--- config.mk ---
export PLATFORM = sky130hd
export DESIGN_NAME = conv_pool_engine
export DESIGN_NICKNAME = d
export VERILOG_FILES = /design/src/rtl/conv_pool_engine.sv
export SDC_FILE = /design/constraint.sdc
export NUM_CORES = 2
export LEC_CHECK = 0
export CAP_MARGIN = 15
export CORE_UTILIZATION = 55
export CTS_BUF_LIST = sky130_fd_sc_hd__clkbuf_4 sky130_fd_sc_hd__clkbuf_8
export CTS_CLUSTER_SIZE = 28
export DETAILED_ROUTE_END_ITERATION = 7
export PLACE_DENSITY = 0.73
export SETUP_SLACK_MARGIN = 0.4
export SKIP_CTS_REPAIR_TIMING = 1
export SYNTH_ARGS = -nofsm -noshare
export SYNTH_HDL_FRONTEND = slang
export SYNTH_SLANG_ARGS = --single-unit
--- constraint.sdc ---
create_clock -name clk -period 12.1 [get_ports clk]
set_clock_uncertainty 0.15 [all_clocks]
set_input_delay 1.21 -clock clk [delete_from_list [all_inputs] [get_ports clk]]
set_output_delay 1.21 -clock clk [all_outputs]
set_load 0.02 [all_outputs]
--- src/rtl/conv_pool_engine.sv ---
// 3x3 convolution with ReLU/saturation, then optional 2x2 max-pool of each channel.
// Define CONV_POOL_FLATTEN_EN to add the FLAT_WR stage (pooled values also written to csel=9).
module conv_pool_engine #(
    parameter int IMG_W = 64,
    parameter int AW    = 12,
    parameter int NCH   = 2
) (
    input  logic          clk,
    input  logic          reset_i,
    input  logic          ready_i,
    input  logic          mode_i,
    output logic          busy_o,
    output logic          done_o,
    input  logic          wld_i,
    input  logic [1:0]    wch_i,
    input  logic [3:0]    widx_i,
    input  logic [19:0]   wdata_i,
    output logic [AW-1:0] iaddr_o,
    input  logic [19:0]   idata_i,
    output logic          crd_o,
    output logic [AW-1:0] caddr_rd_o,
    input  logic [19:0]   cdata_rd_i,
    output logic          cwr_o,
    output logic [AW-1:0] caddr_wr_o,
    output logic [19:0]   cdata_wr_o,
    output logic [3:0]    csel_o
);
    localparam int PW = AW / 2;
    localparam int IW = PW + 2;
    localparam logic [PW-1:0] XMAX = PW'(IMG_W - 1);
    localparam logic [PW-1:0] PMAX = PW'(IMG_W / 2 - 1);
    localparam logic [1:0]    CMAX = 2'(NCH - 1);

    typedef enum logic [2:0] {IDLE, CONV_RD, CONV_WR, POOL_RD, POOL_WR, FLAT_WR, DONE} state_t;

    state_t             state_q, state_d;
    logic [PW-1:0]      y_q, y_d, x_q, x_d;
    logic [3:0]         t_q, t_d;
    logic [1:0]         c_q, c_d, k_q, k_d;
    logic               mode_q, mode_d;
    logic [19:0]        max_q, max_d;
    logic signed [39:0] acc_q [NCH];
    logic signed [39:0] acc_d [NCH];
    logic [19:0]        w_q [NCH][10];

    logic signed [39:0] prod [NCH];
    logic signed [39:0] bias_ext [NCH];
    logic [19:0]        conv_res [NCH];
    logic [19:0]        conv_sel;
    logic [1:0]         tap_r, tap_c;
    logic [IW-1:0]      iy, ix;
    logic               pad, pool_next;
    logic signed [19:0] pix;

    always_comb begin
        if (t_q < 4'd3) begin
            tap_r = 2'd0;
            tap_c = t_q[1:0];
        end else if (t_q < 4'd6) begin
            tap_r = 2'd1;
            tap_c = 2'(t_q - 4'd3);
        end else begin
            tap_r = 2'd2;
            tap_c = 2'(t_q - 4'd6);
        end
    end

    // Neighbour coordinates carry two spare bits: MSB flags -1, next bit flags IMG_W.
    assign iy      = {2'b00, y_q} + IW'(tap_r) - IW'(1);
    assign ix      = {2'b00, x_q} + IW'(tap_c) - IW'(1);
    assign pad     = iy[IW-1] | iy[PW] | ix[IW-1] | ix[PW];
    assign pix     = pad ? 20'sd0 : $signed(idata_i);
    assign iaddr_o = (state_q == CONV_RD && !pad) ? {iy[PW-1:0], ix[PW-1:0]} : '0;

    for (genvar gi = 0; gi < NCH; gi++) begin : g_ch
        logic [24:0] rnd_hi;
        assign prod[gi]     = 40'($signed(w_q[gi][t_q])) * 40'(pix);
        assign bias_ext[gi] = {{4{w_q[gi][9][19]}}, w_q[gi][9], 16'h0};
        // Bits [40:16] of (acc + 0.5 LSB): sign, overflow field, then the Q4.16 result.
        assign rnd_hi       = 25'(({acc_q[gi][39], acc_q[gi]} + 41'd32768) >> 16);
        assign conv_res[gi] = rnd_hi[24] ? 20'h0 :
                              (|rnd_hi[23:19]) ? 20'h7FFFF : rnd_hi[19:0];
    end

    always_comb begin
        conv_sel = '0;
        for (int i = 0; i < NCH; i++)
            if (c_q == 2'(i)) conv_sel = conv_res[i];
    end

    always_ff @(posedge clk) begin
        if (!reset_i) begin
            for (int i = 0; i < NCH; i++)
                for (int j = 0; j < 10; j++) w_q[i][j] <= '0;
        end else begin
            for (int i = 0; i < NCH; i++)
                for (int j = 0; j < 10; j++)
                    if (wld_i && !busy_o && wch_i == 2'(i) && widx_i == 4'(j))
                        w_q[i][j] <= wdata_i;
        end
    end

    always_comb begin
        state_d = state_q;
        y_d = y_q;  x_d = x_q;  t_d = t_q;  c_d = c_q;  k_d = k_q;
        mode_d = mode_q;
        max_d = max_q;
        for (int i = 0; i < NCH; i++) acc_d[i] = acc_q[i];
        busy_o = 1'b0;  done_o = 1'b0;  crd_o = 1'b0;  cwr_o = 1'b0;
        csel_o = '0;  caddr_rd_o = '0;  caddr_wr_o = '0;  cdata_wr_o = '0;
        pool_next = 1'b0;
        unique case (state_q)
            IDLE: if (ready_i) begin
                state_d = CONV_RD;
                y_d = '0;  x_d = '0;  t_d = '0;  c_d = '0;  k_d = '0;
                mode_d = mode_i;
            end
            CONV_RD: begin
                busy_o = 1'b1;
                for (int i = 0; i < NCH; i++)
                    acc_d[i] = ((t_q == 4'd0) ? bias_ext[i] : acc_q[i]) + prod[i];
                t_d = t_q + 4'd1;
                if (t_q == 4'd8) begin
                    state_d = CONV_WR;
                    t_d = '0;
                    c_d = '0;
                end
            end
            CONV_WR: begin
                busy_o = 1'b1;  cwr_o = 1'b1;
                csel_o = 4'd1 + {2'b00, c_q};
                caddr_wr_o = {y_q, x_q};
                cdata_wr_o = conv_sel;
                c_d = c_q + 2'd1;
                if (c_q == CMAX) begin
                    c_d = '0;
                    x_d = x_q + 1'b1;
                    state_d = CONV_RD;
                    if (x_q == XMAX) begin
                        y_d = y_q + 1'b1;
                        if (y_q == XMAX) begin
                            y_d = '0;  k_d = '0;
                            state_d = mode_q ? POOL_RD : DONE;
                        end
                    end
                end
            end
            POOL_RD: begin
                busy_o = 1'b1;  crd_o = 1'b1;
                csel_o = 4'd1 + {2'b00, c_q};
                caddr_rd_o = {y_q[PW-2:0], k_q[1], x_q[PW-2:0], k_q[0]};
                max_d = (k_q == 2'd0 || cdata_rd_i > max_q) ? cdata_rd_i : max_q;
                k_d = k_q + 2'd1;
                if (k_q == 2'd3) state_d = POOL_WR;
            end
            POOL_WR: begin
                busy_o = 1'b1;  cwr_o = 1'b1;
                csel_o = 4'd5 + {2'b00, c_q};
                caddr_wr_o = AW'({y_q[PW-2:0], x_q[PW-2:0]});
                cdata_wr_o = max_q;
`ifdef CONV_POOL_FLATTEN_EN
                state_d = FLAT_WR;
`else
                pool_next = 1'b1;
`endif
            end
`ifdef CONV_POOL_FLATTEN_EN
            FLAT_WR: begin
                busy_o = 1'b1;  cwr_o = 1'b1;
                csel_o = 4'd9;
                caddr_wr_o = AW'({y_q[PW-2:0], x_q[PW-2:0]}) * AW'(NCH) + AW'(c_q);
                cdata_wr_o = max_q;
                pool_next = 1'b1;
            end
`endif
            DONE: begin
                done_o = 1'b1;
                state_d = IDLE;
            end
            default: state_d = IDLE;
        endcase
        // Pool raster: px, then py, then channel.
        if (pool_next) begin
            state_d = POOL_RD;
            k_d = '0;
            x_d = x_q + 1'b1;
            if (x_q == PMAX) begin
                x_d = '0;
                y_d = y_q + 1'b1;
                if (y_q == PMAX) begin
                    y_d = '0;
                    c_d = c_q + 2'd1;
                    if (c_q == CMAX) begin
                        c_d = '0;
                        state_d = DONE;
                    end
                end
            end
        end
    end

    always_ff @(posedge clk) begin
        if (!reset_i) begin
            state_q <= IDLE;
            y_q <= '0;  x_q <= '0;  t_q <= '0;  c_q <= '0;  k_q <= '0;
            mode_q <= 1'b0;
            max_q <= '0;
            for (int i = 0; i < NCH; i++) acc_q[i] <= '0;
        end else begin
            state_q <= state_d;
            y_q <= y_d;  x_q <= x_d;  t_q <= t_d;  c_q <= c_d;  k_q <= k_d;
            mode_q <= mode_d;
            max_q <= max_d;
            for (int i = 0; i < NCH; i++) acc_q[i] <= acc_d[i];
        end
    end
endmodule

---- Yosys cells after proc, flatten, opt, wreduce, memory -nomap -nowiden ----
Memory sizes are Yosys's and may differ from the RTL's.
Cells that the tools add are included.
Widths: inputs -> output; s select.
storage, ports and cells
  bits in registers ....................... 44
  RAM bits ................................ 480
  bits of input ports ..................... 71
  output and inout port bits .............. 64
  word-level logic and storage cells ...... 293
  memories ................................ 2
cells by class
  add/sub/neg operators ................... 17
  multipliers ............................. 2
  order comparisons ....................... 4
  equality and inequality tests ........... 31
  muxes and demuxes ....................... 154
  bitwise logic cells ..................... 27
  reductions and logical operators ........ 48
memory list
  name   words  width  read ports  clocked after memory_dff  wr ports  RTL line  text
  w_q    2      200    2           0                         2         44        logic [19:0] w_q [NCH][10];
  acc_q  2      40     2           0                         2         42        logic signed [39:0] acc_q [NCH];
operators by type and width
  kind                    number
  $mux 20                 31
  $bmux 20 s4             2
  $mux 40                 4
  $add 40x17->41 const B  2
  $add 40x40->40          2
  $mul 20x20->40          2
  $mux 80                 1
  $mux 1                  67
  $mux 6                  11
  $pmux 20 s2             1
  $mux 3                  11
  $mux 2                  14
  $or 1x1->1              25
  $logic_and 1x1->1       24
  $mux 12                 2
  $pmux 12 s2             1
  $pmux 6 s2              2
  $gt 20x20->1            1
  $eq 4x3->1 const B      4
  $pmux 4 s2              2
  $sub 7x1->8 const B     2
  $pmux 3 s5              1
  $add 6x2->7             2
  $add 6x1->6 const B     2
  other kinds (38)        67

---- Logic depth before layout (Yosys ltp) ----
  depth in word-level cells ............... 13
  gate-level depth with buffers ........... 50
  gate-level depth less buffers ........... 40

---- Least setup slack after synthesis ----
OpenSTA, ideal clock, no wires.
  path type ............................... reg2reg
  from .................................... register t_q[0]
  to ...................................... memory acc_q[1][39] (netlist: acc_q[0][79])
  setup time .............................. 129 ps
  arrival ................................. 10602 ps
  data required time ...................... 11821 ps
  slack ................................... 1219 ps
  cell stages (with the launch flop) ...... 48
  path buffers ............................ 9
  clock period less this slack ............ 10881 ps
  cells stage by stage .................... dfxtp_1 buf_2 buf_4 buf_4 buf_4 buf_4 buf_4 inv_1 ha_1 a21oi_1 a21oi_1 o21ai_0 ha_1 inv_1 ha_1 a21o_1 a21o_1 a21oi_1 [12 not listed] inv_1 fa_1 fa_1 fa_1 inv_1 fa_1 inv_1 ha_1 buf_2 a21o_1 a21o_1 a211oi_1 nand4_1 o21ai_2 a211oi_1 nor4_4 a31o_2 a211oi_2
RTL lines
  what                    RTL line  text
  start, declared         38        logic [3:0] t_q, t_d;
  start signal, assigned  205       y_q <= '0; x_q <= '0; t_q <= '0; c_q <= '0; k_q <= '0;
  start signal, assigned  211       y_q <= y_d; x_q <= x_d; t_q <= t_d; c_q <= c_d; k_q <= k_d;
  end, declared           42

==> impl_metrics.yaml <==
global_route:
  grt.overflow.total: 0
  grt_usage: 0.335
  grt_pass1_vias: 44500
  grt_max_degree: 81
  antenna_found_initial: 4
  grt_pass1_wl_mm: 268
timing:
  finalSetupViolCount: 0
  post-route-min-period_ns: 11.19
  period_share: 0.925
  fmax_ghz: 0.0893
  hold_viol_final: 0
  final-max-slew-violation-count: 0
  slew_headroom: 0.219
  tns_ns: 0
  tightest_slew_ns: 1.17
  rsz0062_at_grt: "no"
hold_path:
  min_path_type: "reg2reg"
  whs_path_depth: 2
pwr:
  vdd_drop_max_mv: 0.105
  pwr-share-clk: 0.279
  powerDensity_nw_per_um2: 94.4
  netSwitchingPower_uw: 2420
  power_frac_comb: 0.361
  p_int_uw: 3610
  p_seq_frac: 0.360
  p_leak_uw: 0.0298
  swShare: 0.401
  p_total_uw: 6030
cells_and_area:
  drive_gt1_frac: 0.0811
  multi_input_area_um2: 38800
  syn_to_final_growth_pct: 8.57
  seqCellArea_um2: 14500
  final_nets: 7289
  fill_cells: 8768
drt:
  ant_nets: 0
  vias: 43600
  post_drt_wl_per_cell_um: 23.8
  drt_iter0_drc: 4423
  drc: 2
  dr.pass1.iters: 8
  via_per_inst: 5.87
  drt_wl_total_mm: 177
critical_path:
  cp-end-kind: "flip-flop"
  startpoint_type: "flip-flop"
  slowest_delay_ns: 0.72
  worst-endpoint-required_ns: 12.53
  cp.depth: 29
  crit_path_top_delay_cell: "buf_4"
  worst_path_most_repeated_cell: "fa_1"
  cp.arrival_ns: 11.62
  path_max_fanout: 42
  path_buf_inv: 9
  path_class: "reg2reg"
  cp_top_family: "adder cells"
  worst-r2r-cell-count: 29
floorplan:
  ios: 135
  core-area_um2: 106000
  rows: 119
  die_w_um: 329
  fp.dieH_um: 329
  initial_core_util: 0.557
  dieArea_um2: 108000
yosys:
  synth_seq_area_share: 0.246
  synth_edf_count: 400
  synth_ff_type: "edfxtp_1"
  synth_cell_types: 92
  syn-mean-instance-area_um2: 9.96
  syn_area_um2: 58900
  yosys_warnings: 0
  async_reset_ff_frac: 0
  syn-num-nets: 7230
  synth_seq_cells: 524
  netlist_instances: 5911
flow_run:
  max-cap-violations: 0
clock_tree:
  cts_made_buffers: 88
  clkLatencyLatePin_ns: 0.79
  root_buffer: "clkbuf_8"
  cts_tree: "yes"
  clk_pin_slew_ns: 0.06
  cts_buffer_depth: 3
  h-tree-depth: 3
  clkSinkCount: 524
run_status:
  status: "complete, but fails checks"
  violations: "design-rule violations"
placement:
  io_buffers: 134
  gp_congestion: 1.03
  dp_hpwl_mm: 135
[per-stage QoR]
step	hold WS [ns]	utilization	setup WS [ns]	instance area [um^2]	instances
3_5_place_dp	0.293	0.587	0.539	62000	7268
6_report	0.301	0.605	0.906	63900	7436
4_1_cts	0.300	0.604	0.492	63900	7428
3_3_place_gp	0.288	0.587	0.649	62000	7268
5_1_grt	0.325	0.605	0.504	63900	7434
2_1_floorplan	0.277	-	1.22	58900	5911
[power by group through the flow]
stage | clock (uW) | sequential, uW | combinational, uW
2_1_floorplan | 0 | 2140 | 1350
3_3_place_gp | 0 | 2200 | 2090
3_5_place_dp | 0 | 2210 | 2100
4_1_cts | 1700 | 2170 | 2110
5_1_grt | 1770 | 2180 | 2290
6_report | 1690 | 2170 | 2180
[layout by cell type, fill, tap and decap left out, types with 20 or more instances in the layout]
cell             netlist  routed
a21o_1                40      40
a21oi_1              165     165
and2_1               251     247
and3_1                43      43
buf_4                  8     132
clkbuf_4               0      22
clkbuf_8               0      93
clkdlybuf4s50_1        0     133
clkinv_1               1      22
dfxtp_1              124     121
edfxtp_1             400     400
fa_1                 938     938
ha_1                 310     310
inv_1               1221    1220
mux2i_1              125     125
mux4_2                80      80
nand2_1              634     629
nand2b_1              20      20
nand3_1              124     123
nand4_1               22      22
nor2_1               489     489
nor3_1                38      36
o211ai_1              27      27
o21ai_0               96      75
o21ai_2                2      21
o22a_1                37      37
o22ai_1               47      23
o22ai_2                0      24
xnor2_1               93      93
xor2_1                45      45
[worst register-to-register path, delay by kind of cell (launching register included)]
family / cells / cell delay [ns]
buf+inv: 9 / 2.23
flops: 1 / 0.53
fa+ha+maj: 8 / 3.81
compound gates: 7 / 2.52
simple gates: 2 / 0.46
mux: 2 / 1.14
xor+xnor: 1 / 0.19
[cells by family (layout without fill, tap and decap cells)]
| family | count (synthesis) | in the layout | synth area share |
|---|---|---|---|
| adder cells (fa/ha/maj) | 1248 | 1248 | 0.385 |
| AO/OA/AOI/OAI | 539 | 539 | 0.0601 |
| XOR/XNOR | 138 | 138 | 0.0205 |
| flip-flops | 524 | 524 | 0.246 |
| buffers and inverters | 1527 | 1656 | 0.0995 |
| other | 0 | 5 | 0 |
| multiplexers | 224 | 224 | 0.0555 |
| AND/OR/NAND/NOR | 1711 | 1711 | 0.134 |
[final timing paths]
path	startpoint	slack [ns]	end
min reg2reg	acc_q[0][13]	0.30	acc_q[0][13]
min	acc_q[0][13]	0.30	acc_q[0][13]
max reg2reg	t_q[0]	0.91	acc_q[0][29]
max	t_q[0]	0.91	acc_q[0][29]
[Yosys cell counts, types with 9 or more instances]
cell	number	share of area
and3_1	43	0.0046
a21o_1	40	0.0051
o22ai_1	47	0.0050
nor3_1	38	0.0032
xnor2_1	93	0.014
a211oi_1	18	0.0023
clkbuf_1	202	0.013
inv_1	1221	0.078
xor2_1	45	0.0067
and2_1	251	0.027
nand4_1	22	0.0023
mux2_2	19	0.0036
o211ai_1	27	0.0034
nand2_1	634	0.040
edfxtp_1	400	0.20
a21oi_1	165	0.014
fa_1	938	0.32
or3_1	13	0.0014
o21ai_0	96	0.0082
buf_1	17	0.0011
o21a_1	12	0.0015
dfxtp_1	124	0.042
nor2_1	489	0.031
ha_1	310	0.066
nand2b_1	20	0.0021
nand3_1	124	0.011
o22a_1	37	0.0055
nor2b_1	19	0.0020
o21bai_1	9	0.0011
buf_2	74	0.0063
mux2i_1	125	0.021
mux4_2	80	0.031
[sequential cells by signal, indices dropped and copies added (netlist names), 3 cells and up]
signal,cells
max_q,20
t_q,4
x_q,6
state_q,3
y_q,6
w_q,400
acc_q,80
[layout make-up]
| cell class | instances | area share |
|---|---|---|
| Sequential cell | 524 | 0.227 |
| Inverter | 1225 | 0.0720 |
| Clock buffer | 115 | 0.0226 |
| Clock inverter | 45 | 0.00569 |
| Antenna cell | 5 | 0.000196 |
| Timing Repair Buffer | 271 | 0.0380 |
| Tap cell | 1391 | 0.0272 |
| Multi-Input combinational cell | 3860 | 0.607 |
[metal layers]
| metal | track usage | vias up | share of wire |
|---|---|---|---|
| li1 | - | 18700 | - |
| met1 | 0.438 | 22200 | 0.37 |
| met2 | 0.522 | 2242 | 0.46 |
| met3 | 0.0711 | 568 | 0.10 |
| met4 | 0.184 | 2 | 0.066 |
| met5 | 0 | - | 0.000073 |
No activity file was read; power rests on OpenSTA's default activity.
